[src/rtl/auv_pkg.sv]
// Shared types for the AUV writeback path: register address, data word and writeback request.
package auv_pkg;
  localparam int NUM_REGS = 16;

  typedef logic [3:0]  reg_addr_t;
  typedef logic [31:0] word_t;

  typedef struct packed {
    reg_addr_t wa;
    word_t     wd;
  } wb_req_t;
endpackage

[src/rtl/auv_wb_fifo.sv]
// Load-result FIFO holding wb_req_t entries; DEPTH need not be a power of two.
// Caller must only push when !full and only pop when !empty.
module auv_wb_fifo
  import auv_pkg::*;
#(
  parameter int DEPTH = 2
) (
  input  logic    clk,
  input  logic    rst_n,
  input  logic    push,
  input  wb_req_t push_dat,
  input  logic    pop,
  output wb_req_t pop_dat,
  output logic    full,
  output logic    empty
);
  localparam int PW = (DEPTH > 1) ? $clog2(DEPTH) : 1;
  localparam int CW = $clog2(DEPTH + 1);

  wb_req_t         r_mem [DEPTH];
  logic [PW-1:0]   r_wr_ptr;
  logic [PW-1:0]   r_rd_ptr;
  logic [CW-1:0]   r_cnt;

  function automatic logic [PW-1:0] f_inc(input logic [PW-1:0] p);
    return (p == PW'(DEPTH - 1)) ? '0 : p + 1'b1;
  endfunction

  always_ff @(posedge clk or negedge rst_n) begin
    if (!rst_n) begin
      r_wr_ptr <= '0;
      r_rd_ptr <= '0;
      r_cnt    <= '0;
    end else begin
      if (push) r_wr_ptr <= f_inc(r_wr_ptr);
      if (pop)  r_rd_ptr <= f_inc(r_rd_ptr);
      case ({push, pop})
        2'b10:   r_cnt <= r_cnt + 1'b1;
        2'b01:   r_cnt <= r_cnt - 1'b1;
        default: r_cnt <= r_cnt;
      endcase
    end
  end

  // Storage needs no reset: count and pointers define which slots are live.
  always_ff @(posedge clk) begin
    if (push) r_mem[r_wr_ptr] <= push_dat;
  end

  assign pop_dat = r_mem[r_rd_ptr];
  assign full    = (r_cnt == CW'(DEPTH));
  assign empty   = (r_cnt == '0);
endmodule

[src/rtl/auv_wb_ctrl.sv]
// Writeback controller: ALU/LSU arbitration onto one register-file write port plus pending-write scoreboard.
// Define AUV_WB_FWD_EN to exclude a source being written this cycle from the hazard stall.
module auv_wb_ctrl
  import auv_pkg::*;
#(
  parameter int LSU_DEPTH = 2
) (
  input  logic                clk,
  input  logic                rst_n,
  input  logic                iss_valid,
  input  logic [3:0]          iss_wa,
  input  logic                alu_valid,
  input  logic [3:0]          alu_wa,
  input  logic [31:0]         alu_wd,
  input  logic                lsu_valid,
  input  logic [3:0]          lsu_wa,
  input  logic [31:0]         lsu_wd,
  output logic                lsu_ready,
  input  logic [3:0]          ra0,
  input  logic [3:0]          ra1,
  output logic                hz_stall,
  output logic                we,
  output logic [3:0]          wa,
  output logic [31:0]         wd,
  output logic [NUM_REGS-1:0] busy
);
  logic                r_we;
  reg_addr_t           r_wa;
  word_t               r_wd;
  logic [NUM_REGS-1:0] r_busy;

  logic                w_full;
  logic                w_empty;
  logic                w_push;
  logic                w_pop;
  wb_req_t             w_lsu_req;
  wb_req_t             w_head;
  wb_req_t             w_res;
  logic                w_res_vld;
  logic [NUM_REGS-1:0] w_busy_nxt;
  logic                w_fwd0;
  logic                w_fwd1;

  assign w_lsu_req = '{wa: lsu_wa, wd: lsu_wd};
  assign lsu_ready = ~w_full;
  assign w_push    = lsu_valid & ~w_full;
  assign w_pop     = ~alu_valid & ~w_empty;

  auv_wb_fifo #(.DEPTH(LSU_DEPTH)) u_fifo (
    .clk      (clk),
    .rst_n    (rst_n),
    .push     (w_push),
    .push_dat (w_lsu_req),
    .pop      (w_pop),
    .pop_dat  (w_head),
    .full     (w_full),
    .empty    (w_empty)
  );

  // ALU has strict priority; the FIFO head only drains in ALU-idle cycles.
  always_comb begin
    w_res_vld = alu_valid | ~w_empty;
    w_res     = alu_valid ? '{wa: alu_wa, wd: alu_wd} : w_head;
  end

  always_ff @(posedge clk or negedge rst_n) begin
    if (!rst_n) begin
      r_we <= 1'b0;
      r_wa <= '0;
      r_wd <= '0;
    end else begin
      r_we <= w_res_vld & (w_res.wa != '0);
      if (w_res_vld) begin
        r_wa <= w_res.wa;
        r_wd <= w_res.wd;
      end
    end
  end

  // Clear before set so a same-edge issue of the register keeps it pending.
  always_comb begin
    w_busy_nxt = r_busy;
    if (r_we) w_busy_nxt[r_wa] = 1'b0;
    if (iss_valid && (iss_wa != '0)) w_busy_nxt[iss_wa] = 1'b1;
    w_busy_nxt[0] = 1'b0;
  end

  always_ff @(posedge clk or negedge rst_n) begin
    if (!rst_n) r_busy <= '0;
    else        r_busy <= w_busy_nxt;
  end

`ifdef AUV_WB_FWD_EN
  assign w_fwd0 = r_we & (r_wa == ra0);
  assign w_fwd1 = r_we & (r_wa == ra1);
`else
  assign w_fwd0 = 1'b0;
  assign w_fwd1 = 1'b0;
`endif

  assign hz_stall = (r_busy[ra0] & ~w_fwd0) | (r_busy[ra1] & ~w_fwd1);

  assign we   = r_we;
  assign wa   = r_wa;
  assign wd   = r_wd;
  assign busy = r_busy;
endmodule

[config.mk]
export PLATFORM = sky130hd
export DESIGN_NAME = auv_wb_ctrl
export DESIGN_NICKNAME = d
export VERILOG_FILES = /design/src/rtl/auv_pkg.sv /design/src/rtl/auv_wb_fifo.sv /design/src/rtl/auv_wb_ctrl.sv
export SDC_FILE = /design/constraint.sdc
export NUM_CORES = 1
export LEC_CHECK = 0
export CORE_MARGIN = 3
export CORE_UTILIZATION = 49
export DETAILED_ROUTE_END_ITERATION = 10
export PLACE_DENSITY = 0.9
export SYNTH_ARGS = -nofsm -noshare
export SYNTH_HDL_FRONTEND = slang
export SYNTH_HIERARCHICAL = 1
export SYNTH_SLANG_ARGS = --single-unit
[constraint.sdc]
create_clock -name clk -period 4.2 [get_ports clk]
set_input_delay 1.26 -clock clk [delete_from_list [all_inputs] [get_ports clk]]
set_output_delay 1.26 -clock clk [all_outputs]
set_load 0.05 [all_outputs]
# Word-level counts from Yosys, hierarchy flattened
# Memories as Yosys holds them, arrays and structs flattened.
# Cells that the tools add are included.
# classes
addsub,4
multipliers,0
div,0
n_lt_le_gt_ge,6
eq_ne,3
shift,0
n_mux,16
bitwise,11
n_reduce_logical,7
# op_table
op,n
36-bit 2-to-1 mux,1
16-bit 2-to-1 mux,2
"4-bit by 5-bit < comparator with 1-bit output, second input constant",4
16-bit AND,1
16-bit NOT,1
16-bit bitwise OR,1
1-bit binary-select mux with 4-bit select,2
1-bit demux with 4-bit select,2
"4-bit by 1-bit greater-or-equal comparator with 1-bit output, second input constant",2
1-bit 2-to-1 mux,8
4-bit nonzero test,2
"2-bit equality test, second input constant",2
2-bit case mux with 2 select lines,1
1-bit AND,3
1-bit logical AND,3
1-bit NOT,3
"1-bit adder, second input constant",2
"2-bit by 1-bit adder with 2-bit output, second input constant",1
"2-bit by 1-bit equality test with 1-bit output, second input constant",1
2-bit zero test,1
1-bit bitwise OR,2
2-bit nonzero test,1
"2-bit by 1-bit subtractor with 2-bit output, second input constant",1
# totals
reg_bits,56
latchBits,0
mem_bits_rw,72
romBits,0
input_bits,89
word_cells,55
n_memories,1
# mem_list
name,words,word_bits,rd,rd_ports_with_merged_regs,wr,line_no,text
u_fifo.r_mem,2,36,1,0,1,auv_wb_fifo.sv:20,wb_req_t r_mem [DEPTH];

# Depth between registers and ports, before layout
# Gate-level depths: netlist (run 1).
# depth
ltp_word,9
ltp_mapped,8

# By module
# Netlist (run 1), hierarchy kept.
# by_module_without_submodules
mod,instances,cells_each,area_each_um2,seq_area_each_um2
auv_wb_fifo,1,128,2931.6,2262.2
auv_wb_ctrl,1,249,2585.0,1301.2

# Least setup slack after synthesis (run 1)
# Ideal clock, no wire load.
# synth_timing
path_type,input to output
startpoint,input ra1[3]
endpoint,output hz_stall
arrival_ps,2702
t_required_ps,2940
path_slack_ps,238
path_stages,4
cell_sequence,mux4_2 -> mux2_2 -> a32o_1 -> or3_1
# synth_between
elab_chain_cells,3
# synth_rtl
element,line_no,text
start: declaration,auv_wb_ctrl.sv:20,"input logic [3:0] ra1,"
1-bit binary-select mux with 4-bit select,auv_wb_ctrl.sv:101,assign hz_stall = (r_busy[ra0] & ~w_fwd0) | (r_busy[ra1] & ~w_fwd1);
1-bit 2-to-1 mux (not written as such),auv_wb_ctrl.sv:101,
1-bit bitwise OR,auv_wb_ctrl.sv:101,
end: declaration,auv_wb_ctrl.sv:21,"output logic hz_stall,"
# Every way passes these cells. The select of a mux whose other input is x is not followed.

# Worst setup path after layout (run 1)
# layout_timing
startpoint,input ra1[0]
endpoint,output hz_stall
# Same word-level chain as after synthesis.

==> reports/metrics.yaml, run 1 <==
rrSetupSlack_ps: 2110
start_util: 0.504
cts_buffers: 17
placementRows: 38
globalRoute.totalOverflow: 0
dpl_cell_area_mm2: 0.00707
gp_congestion: 1.07
clock_tree_from_tritoncts: "built"
achievable-frequency_mhz: 242
worstReg2RegStart: "u_fifo/r_rd_ptr"
ys_async_sr_fraction: 0.438
cts_num_sinks: 128
yosys.area.top_type: "edfxtp_1"
synth.avg_cell_area_um2: 14.6
dr_total_vias: 3810
worst_path_dominant_cell_family: "buffers and inverters"
worst_ep_arrival_time_ps: 2870
final.period_utilization: 0.983
ys_ff_latch: 128
clock_path_buffers: 2
synthesis.instances: 377
grtUsageTotal: 0.222
worst_pin_slew_ps: 1160
regToRegEndpoint: "we"
detail_route.iter0.violations: 337
total_routed_length_um: 13400
hold_viol: 0
setup_viols_final: 0
crit_start: "ra1[0]"
ff_latch_area_mm2: 0.00356
worstPathRequired_ps: 2940
final.setup_skew_ps: 9.11
io-pin-count: 144
dieArea_mm2: 0.0126
placeable_core_region_mm2: 0.0109
finalNetCount: 622
synth_top_flop_cell: "edfxtp_1"
antenna-diode-count: 0
setup.worst_path.end: "hz_stall"
seq_power_share: 0.355
cts_hold_repair.buffers: 0
netlist-cell-type-count: 35
r2r.worst_path.cells: 3
post_cts_buffers: 0
setup_slack_ps: 69.8
grt_max_degree: 75
multi_input_comb_area_mm2: 0.00184
drv_cap: 0
setup.worst_path.end_class: "output pin"
timing.critical_path.cells: "clkdlybuf4s50_1, mux2_2, a32o_1, or3_1, buf_6"
place.port_buffers: 142
synth.top_cell.area_share: 0.392
grt_pass1_wl_um: 21700
area_growth_pct: 39.4
sw_frac_of_total: 0.376
critPathSlowestCell: "clkdlybuf4s50_1"
yosysWarnings: 6
power.combinational.fraction: 0.389
worst_slew_margin_rel: 0.227
min-delay-path-class: "reg -> reg"
initial_antenna_violation_count: 0
cts-root-buf: "clkbuf_16"
clk_network_pwr_share: 0.256
cellPowerDensity_mw_per_mm2: 758
crit_type: "in -> out"
vias_per_cell: 5.56
timing.critical_path.buf_inv: 2
dp_worst_setup_slack_ps: -304
rsz0062_at_grt: "false"
remaining_drc_errors: 0
timing.final.crit_period_ps: 4130
synth.area.top_cells: "edfxtp_1 (39%), dfrtp_1 (25%), mux2_4 (7.9%), mux2i_1 (6.9%), o21ai_0 (6.0%)"
drv_slew: 0
outcome: "finished, final reports clean"
final_util: 0.703
switching_power_of_the_nets_w: 0.00219
route.antenna.remaining_nets: 0
post_synth_instance_area_mm2: 0.00552
final_cell_area_mm2: 0.00769
ir_drop_uv: 511
drt_first_pass_iters: 4
timing.critical_path.fanout_max: 4
routedWlPerCell_um: 19.6
leakage_power_summed_over_all_cells_nw: 2.97
power_report.internal_total_w: 0.00363
clock_transition_at_the_registers_of_the_reported_paths_ps: 60
syn_nets: 467
synth_enable_flop_cells: 72
nFillCells: 715
final_layout_size_suffix_gt1_frac: 0.187
timing.hold.ws_ps: 532
cpPeakStageDelay_ps: 550
worst_setup_path_start_kind: "primary input"
htreeDepth: 4
cp_num_cells: 5
die_width_um: 112
die_span_y_um: 112
ys_seq_area_frac: 0.646
place.detailed.hpwl_um: 9040
worst_skew_late_latency_ps: 400
number_of_global_route_vias_before_repair: 4087
per-layer routing:
layer | share of wire | GRT usage | wire length, µm | vias up
li1 | - | - | - | 1714
met1 | 0.40 | 0.279 | 5400 | 1888
met2 | 0.51 | 0.377 | 6830 | 194
met3 | 0.077 | 0.0663 | 1030 | 14
met4 | 0.013 | 0.0633 | 170 | 0
met5 | 0 | 0 | 0 | -
Yosys cell counts (all sizes together), types with 2 or more instances:
library cell / n
buf: 8
inv: 2
nor3: 2
or2: 2
clkbuf: 9
o21ai: 66
a221oi: 2
nand2b: 4
nor2: 4
nand3: 3
xnor2: 2
dfrtp: 56
nand2: 38
nand3b: 4
edfxtp: 72
or3b: 2
mux4: 5
mux2i: 38
nor2b: 7
xor2: 3
mux2: 39
layout by cell type, fill, tap and decap left out, types with 2 or more instances in the layout:
cell type / count
clkbuf_2: 3
inv_6: 3
clkdlybuf4s50_1: 134
edfxtp_1: 72
bufinv_16: 3
xnor2_1: 2
xor2_1: 3
inv_1: 2
clkbuf_16: 17
dfrtp_1: 55
nor2_1: 2
mux4_2: 4
buf_2: 2
nor3_1: 2
or3b_2: 2
clkinv_4: 3
o21ai_0: 66
nand3b_1: 4
mux2i_1: 37
buf_6: 2
clkinvlp_4: 5
nand2_1: 38
mux2_4: 29
nor2_4: 2
nand3_1: 3
mux2_2: 10
nor2b_1: 7
or2_2: 2
buf_4: 10
nand2b_1: 4
worst register-to-register path: cells and delay by family (launching register included):
kind / cells / cell delay, ps
mux: 1 / 460
flops: 1 / 1130
simple gates: 1 / 270
compound gates: 1 / 90
repair_timing:
action	in CTS	in global routing
pin swaps	0	1
gates resized for setup	8	7
endpoints found under the setup margin	1	1
logic make-up after synthesis:
group / Yosys count / synth area share
AO/OA/AOI/OAI: 72 / 0.0694
multiplexers: 82 / 0.189
flip-flops: 128 / 0.646
buffers and inverters: 19 / 0.0245
AND/OR/NAND/NOR: 69 / 0.0599
other: 1 / 0.000680
XOR/XNOR: 5 / 0.00794
adder cells (fa/ha/maj): 1 / 0.00227
state kept, by name, summed over array words and instances (netlist names):
register         cells
wa                   4
wd                  32
we                   1
busy                15
u_fifo/r_rd_ptr      1
u_fifo/r_wr_ptr      1
u_fifo/r_cnt         2
u_fifo/r_mem        72
how the worst min path moves through the flow:
stage | start | endpoint | slack (ps) | cells past startpoint
final | u_fifo/r_wr_ptr | u_fifo/r_wr_ptr | 530 | 1
after global routing | u_fifo/r_wr_ptr | u_fifo/r_wr_ptr | 570 | 1
after CTS | u_fifo/r_wr_ptr | u_fifo/r_wr_ptr | 540 | 1
after detailed placement | u_fifo/r_wr_ptr | u_fifo/r_wr_ptr | 530 | 1
after global placement | u_fifo/r_cnt[1] | u_fifo/r_cnt[1] | 520 | 1
after floorplan | u_fifo/r_wr_ptr | u_fifo/r_wr_ptr | 460 | 1
per-stage QoR:
stage	total power, W	setup TNS, ps	std cells
finish	0.00582	0	685
floorplan	0.00358	0	377
global placement	0.00424	-300	653
detailed placement	0.00431	-304	653
global route	0.00606	0	685
CTS	0.00584	0	685
power groups by stage:
stage	sequential [W]	combinational, W	clock (W)
2_1_floorplan	0.00255	0.00104	0
3_3_place_gp	0.00205	0.00219	0
3_5_place_dp	0.00207	0.00224	0
4_1_cts	0.00206	0.00227	0.00151
5_1_grt	0.00211	0.00238	0.00157
6_report	0.00207	0.00227	0.00149
area by class of cell:
class                   count  share of cell area
flip-flops and latches    128               0.464
multi-input cells         230               0.240
well taps                 140              0.0228
clock inverters            15              0.0241
repair buffers            153               0.193
inverters                   2            0.000977
clock buffers              17              0.0553
Power figures use the tool's default switching activity.
==> run 2, diff against run 1 <==
- CORE_ASPECT_RATIO: not set -> 0.9
==> reports/metrics.yaml, run 2 (same netlist as run 1, synthesis figures left out) <==
outcome: "finished, final reports clean"
die_span_y_um: 107  # -4.9%
area_growth_pct: 39.3  # about the same
initial_antenna_violation_count: 0  # unchanged
clock_tree_from_tritoncts: "built"
placed_cells: 663  # +1.5%
htreeDepth: 4  # unchanged
final_util: 0.705  # +0.00214
io-pin-count: 144  # unchanged
achievable-frequency_mhz: 242  # about the same
largest_register_ff_count: 72  # unchanged
cts-root-buf: "clkbuf_16"
cpPeakStageDelay_ps: 500  # -50 ps
cts_num_sinks: 128  # unchanged
detail_route.iter0.violations: 213  # -37%
worst_skew_late_latency_ps: 410  # about the same
vias_per_cell: 5.31  # -4.6%
cts_buffers: 17  # unchanged
total_routed_length_um: 12900  # -4.2%
globalRoute.totalOverflow: 0  # unchanged
worst_ep_arrival_time_ps: 2870  # about the same
die_width_um: 118  # +5.1%
max_flop_register: "u_fifo/r_mem"
worstReg2RegStart: "u_fifo/r_rd_ptr"
crit_start: "ra1[1]"
clock_transition_at_the_registers_of_the_reported_paths_ps: 50  # about the same
crit_type: "in -> out"
timing.critical_path.fanout_max: 2  # -2
mostFrequentLayoutCells: "clkdlybuf4s50_1 (133), edfxtp_1 (72), o21ai_0 (66)"
timing.final.crit_period_ps: 4130  # -1.53 ps
min-delay-path-class: "reg -> reg"
number_of_non_filler_instances_in_the_completed_layout: 695  # +1.5%
remaining_drc_errors: 0  # unchanged
timing.critical_path.cells: "buf_2, mux4_2, mux2_2, a32o_1, or3_4, buf_8"
cts_hold_repair.buffers: 0  # unchanged
final.period_utilization: 0.983  # about the same
setup.worst_path.end_class: "output pin"
worst_slew_margin_rel: 0.228  # +0.00104
clock_path_buffers: 2  # unchanged
rsz0062_at_grt: "false"
total_power_w: 0.00582  # -0.15%
grt_pass1_wl_um: 20600  # -4.8%
post_cts_buffers: 0  # unchanged
dr_total_vias: 3689  # -3.2%
routedWlPerCell_um: 18.5  # -5.6%
layout_commonest_cell: "clkdlybuf4s50_1"
dieArea_mm2: 0.0126  # about the same
worst_setup_path_start_kind: "primary input"
leakage_power_summed_over_all_cells_nw: 2.97  # about the same
final_layout_size_suffix_gt1_frac: 0.175  # -0.0122
start_util: 0.506  # +0.00162
grtUsageTotal: 0.214  # -0.00832
setup_viols_final: 0  # unchanged
placementRows: 36  # -5.3%
worst_pin_slew_ps: 1160  # -1.57 ps
worstPathRequired_ps: 2940  # about the same
finalNetCount: 620  # -0.32%
place.detailed.hpwl_um: 8900  # -1.5%
gp_congestion: 0.869  # -19%
hold_viol: 0  # unchanged
route.antenna.remaining_nets: 0  # unchanged
antenna-diode-count: 0  # unchanged
drv_slew: 0  # unchanged
drt_first_pass_iters: 5  # +1
grt_max_degree: 75  # unchanged
nFillCells: 732  # +2.4%
number_of_global_route_vias_before_repair: 4014  # -1.8%
place.port_buffers: 142  # unchanged
final.setup_skew_ps: 6.72  # -2.39 ps
cellPowerDensity_mw_per_mm2: 757  # -0.13%
critPathSlowestCell: "mux4_2"
hp-start: "u_fifo/r_wr_ptr"
drv_cap: 0  # unchanged
placeable_core_region_mm2: 0.0109  # -0.32%
ir_drop_uv: 380  # -26%
## run 2: cell count changes in the layout (fill, tap and decap cells not counted), moves of 2 or more
cell | before | now
clkinvlp_4 | 5 | 3
buf_6 | 2 | 0
clkinv_4 | 3 | 1
clkbuf_1 | 0 | 4
inv_6 | 3 | 0
## run 2: critical path, delay by kind of cell
family	cells	cell delay, ps
AND/OR/NAND/NOR	1	370
buffers and inverters	2	270
AO/OA/AOI/OAI	1	210
multiplexers	2	770
## run 2: what timing repair did
item,4_1_cts,5_1_grt
endpoints found under the hold margin,0,0
pin swaps,0,1
resized for setup,9,7
setup endpoints to repair,1,1
## run 2: per-stage QoR
| step | area (µm²) | setup slack (ps) | TNS (ps) | hold WS (ps) |
|---|---|---|---|---|
| final | 7690 | 71.4 | 0 | 544 |
| after global routing | 7690 | 19.4 | 0 | 571 |
| after CTS | 7690 | 1.52 | 0 | 547 |
| after detailed placement | 7070 | -331 | -331 | 532 |
| after global placement | 7070 | -297 | -297 | 524 |
| after floorplan | 5520 | 238 | 0 | 456 |
## run 2: path summary, 6_finish.rpt
kind,end,slack [ps],depth (start not counted)
min in group asynchronous,wd[11],900,1
max in group asynchronous,busy[8],2460,2
worst max-delay path,hz_stall,70,6
worst min register to register,u_fifo/r_wr_ptr,540,1
worst max register to register,we,2110,3
worst min-delay path,u_fifo/r_wr_ptr,540,1
## run 2: where the power goes
part,total (W),internal (W),switching [W]
logic,0.00224,0.000967,0.00127
registers,0.00207,0.00173,0.000342
clock network,0.00151,0.00101,0.000505
## run 2: cell type report
class,count,area [µm²],share of cell area
clock buffer,22,454,0.0591
multi-input combinational,230,1840,0.239
timing repair buffer,151,1470,0.191
tap,152,190,0.0247
sequential,128,3560,0.464
clock inverter,10,161,0.0210
inverter,2,7.51,0.000977
## run 2: routing by layer
| metal | vias up | GRT usage | share of wire |
|---|---|---|---|
| met3 | 17 | 0.0543 | 0.063 |
| met5 | - | 0 | 0 |
| met4 | 0 | 0.0803 | 0.016 |
| met2 | 165 | 0.375 | 0.52 |
| met1 | 1803 | 0.258 | 0.40 |
| li1 | 1704 | - | - |
==> run 3, diff against run 2 <==
- CORE_ASPECT_RATIO: 0.9 -> not set
- PLACE_DENSITY: 0.9 -> 0.8
==> reports/metrics.yaml, run 3 (same netlist as run 1, synthesis figures left out) <==
outcome: "finished, final reports clean"
multi_input_comb_area_mm2: 0.00184  # +0.27%
final_util: 0.708  # +0.00289
finalNetCount: 622  # +0.32%
placed_cells: 653  # -1.5%
worst_ep_arrival_time_ps: 2870  # about the same
number_of_global_route_vias_before_repair: 3927  # -2.2%
total_power_w: 0.00594  # +2.2%
final.setup_skew_ps: 12.5  # +5.79 ps
grt_max_degree: 75  # unchanged
io-pin-count: 144  # unchanged
worst_setup_path_start_kind: "primary input"
route.antenna.remaining_nets: 0  # unchanged
final_cell_area_mm2: 0.00774  # +0.73%
nFillCells: 747  # +2.0%
remaining_drc_errors: 0  # unchanged
gp_congestion: 0.904  # +4.1%
switching_power_of_the_nets_w: 0.00213  # +0.41%
grtUsageTotal: 0.216  # +0.00200
globalRoute.totalOverflow: 0  # unchanged
met2RoutedLength_um: 6730  # +0.76%
max_flop_register: "u_fifo/r_mem"
die_width_um: 112  # -4.9%
drv_slew: 0  # unchanged
start_util: 0.504  # -0.00162
grt_pass1_wl_um: 20900  # +1.5%
drt_first_pass_iters: 4  # -1
setup_viols_final: 0  # unchanged
timing.critical_path.fanout_max: 2  # unchanged
routed-wl-met3_um: 843  # +4.2%
worst_skew_late_latency_ps: 410  # about the same
htreeDepth: 4  # unchanged
vias_per_cell: 5.36  # +1.0%
power.combinational.fraction: 0.378  # -0.007
routedWlPerCell_um: 19.1  # +3.4%
final.setup.tns_ps: 0  # unchanged
worst_pin_slew_ps: 1180  # +19.3 ps
initial_antenna_violation_count: 0  # unchanged
power_report.internal_total_w: 0.00382  # +3.2%
clock_transition_at_the_registers_of_the_reported_paths_ps: 50  # about the same
post_cts_buffers: 0  # unchanged
achievable-frequency_mhz: 242  # about the same
rsz0062_at_grt: "false"
final_layout_size_suffix_gt1_frac: 0.178  # +0.00303
routed.top_layer: "met4"
number_of_non_filler_instances_in_the_completed_layout: 685  # -1.4%
cellPowerDensity_mw_per_mm2: 768  # +1.5%
worstPathRequired_ps: 2940  # about the same
m1WireLength_um: 5390  # +4.3%
timing.final.crit_period_ps: 4130  # +1.45 ps
total_routed_length_um: 13100  # +1.9%
place.detailed.hpwl_um: 9040  # +1.6%
dr_total_vias: 3673  # -0.43%
sw_frac_of_total: 0.358  # -0.00642
seq_power_share: 0.348  # -0.007
leakage_power_summed_over_all_cells_nw: 3.02  # +1.8%
dpl_cell_area_mm2: 0.00707  # unchanged
antenna-diode-count: 0  # unchanged
area_growth_pct: 40.3
ff_latch_area_mm2: 0.00356  # unchanged
drv_cap: 0  # unchanged
worst_slew_margin_rel: 0.216  # -0.0129
dieArea_mm2: 0.0126  # about the same
cts-root-buf: "clkbuf_16"
clock_tree_from_tritoncts: "built"
clock_path_buffers: 2  # unchanged
setup.worst_path.end_class: "output pin"
mostFrequentLayoutCells: "clkdlybuf4s50_1 (133), edfxtp_1 (72), o21ai_0 (66)"
largest_register_ff_count: 72  # unchanged
placementRows: 38  # +5.6%
ir_drop_uv: 450  # +18%
layout_commonest_cell: "clkdlybuf4s50_1"
clk_network_pwr_share: 0.274  # +0.014
hold_viol: 0  # unchanged
cts_num_sinks: 128  # unchanged
place.port_buffers: 142  # unchanged
final.period_utilization: 0.983  # about the same
cts_buffers: 17  # unchanged
min-delay-path-class: "reg -> reg"
die_span_y_um: 112  # +5.1%
crit_type: "in -> out"
placeable_core_region_mm2: 0.0109  # +0.32%
detail_route.iter0.violations: 237  # +11%
## run 3: cell types whose count changed in the layout (fill, tap and decap cells not counted), sizes merged
| cell | change |
|---|---|
| buf | +2 |
| clkinvlp | -2 |
| bufinv | +2 |
| dlymetal6s2s | +1 |
| clkinv | +2 |
| dlygate4sd2 | -1 |
| clkbuf | -2 |
## run 3: what timing repair did
item | in CTS | in global routing
hold buffers | 0 | 0
gates resized for setup | 8 | 10
setup endpoints to repair | 1 | 1
pin swaps | 0 | 1
hold endpoints to repair | 0 | 0
## run 3: per-layer routing
layer,vias to the layer above,GRT usage
met2,150,0.355
li1,1711,-
met1,1799,0.276
met3,13,0.0706
met4,0,0.0641
met5,-,0
## run 3: cell type report
cell class              count  area share
clock buffers              20      0.0577
clock inverters            12      0.0276
inverters                   2    0.000970
multi-input cells         230       0.238
flip-flops and latches    128       0.460
well taps                 140      0.0226
repair buffers            153       0.192
## run 3: power by group through the flow
stage | sequential, W | combinational [W] | clock [W]
2_1_floorplan | 0.00255 | 0.00104 | 0
3_5_place_dp | 0.00209 | 0.00224 | 0
4_1_cts | 0.00207 | 0.00225 | 0.00166
5_1_grt | 0.00212 | 0.00237 | 0.00172
3_3_place_gp | 0.00207 | 0.00219 | 0
6_report | 0.00207 | 0.00225 | 0.00163
## run 3: metrics by stage
| stage | worst slack [ps] | hold WS (ps) |
|---|---|---|
| after floorplan | 238 | 456 |
| after global placement | -345 | 526 |
| after detailed placement | -353 | 533 |
| after CTS | 2.70 | 555 |
| after global routing | 19.4 | 567 |
| final | 69.9 | 552 |
## run 3: worst max-delay path, stage by stage
cell and delay, ps:
buf_4 100, mux4_2 480, mux2_4 280, a32o_1 200, or3_1 380, buf_6 170
## run 3: path summary, 6_finish.rpt
path,start,to,slack (ps),cells after the start
worst max-delay path,ra1[1],hz_stall,70,6
worst min-delay path,u_fifo/r_cnt[1],u_fifo/r_cnt[1],550,1
worst max register to register,u_fifo/r_cnt[0],u_fifo/r_cnt[1],2000,5
worst min register to register,u_fifo/r_cnt[1],u_fifo/r_cnt[1],550,1
max in group asynchronous,rst_n,wd[29],2450,2
min in group asynchronous,rst_n,wd[3],890,1
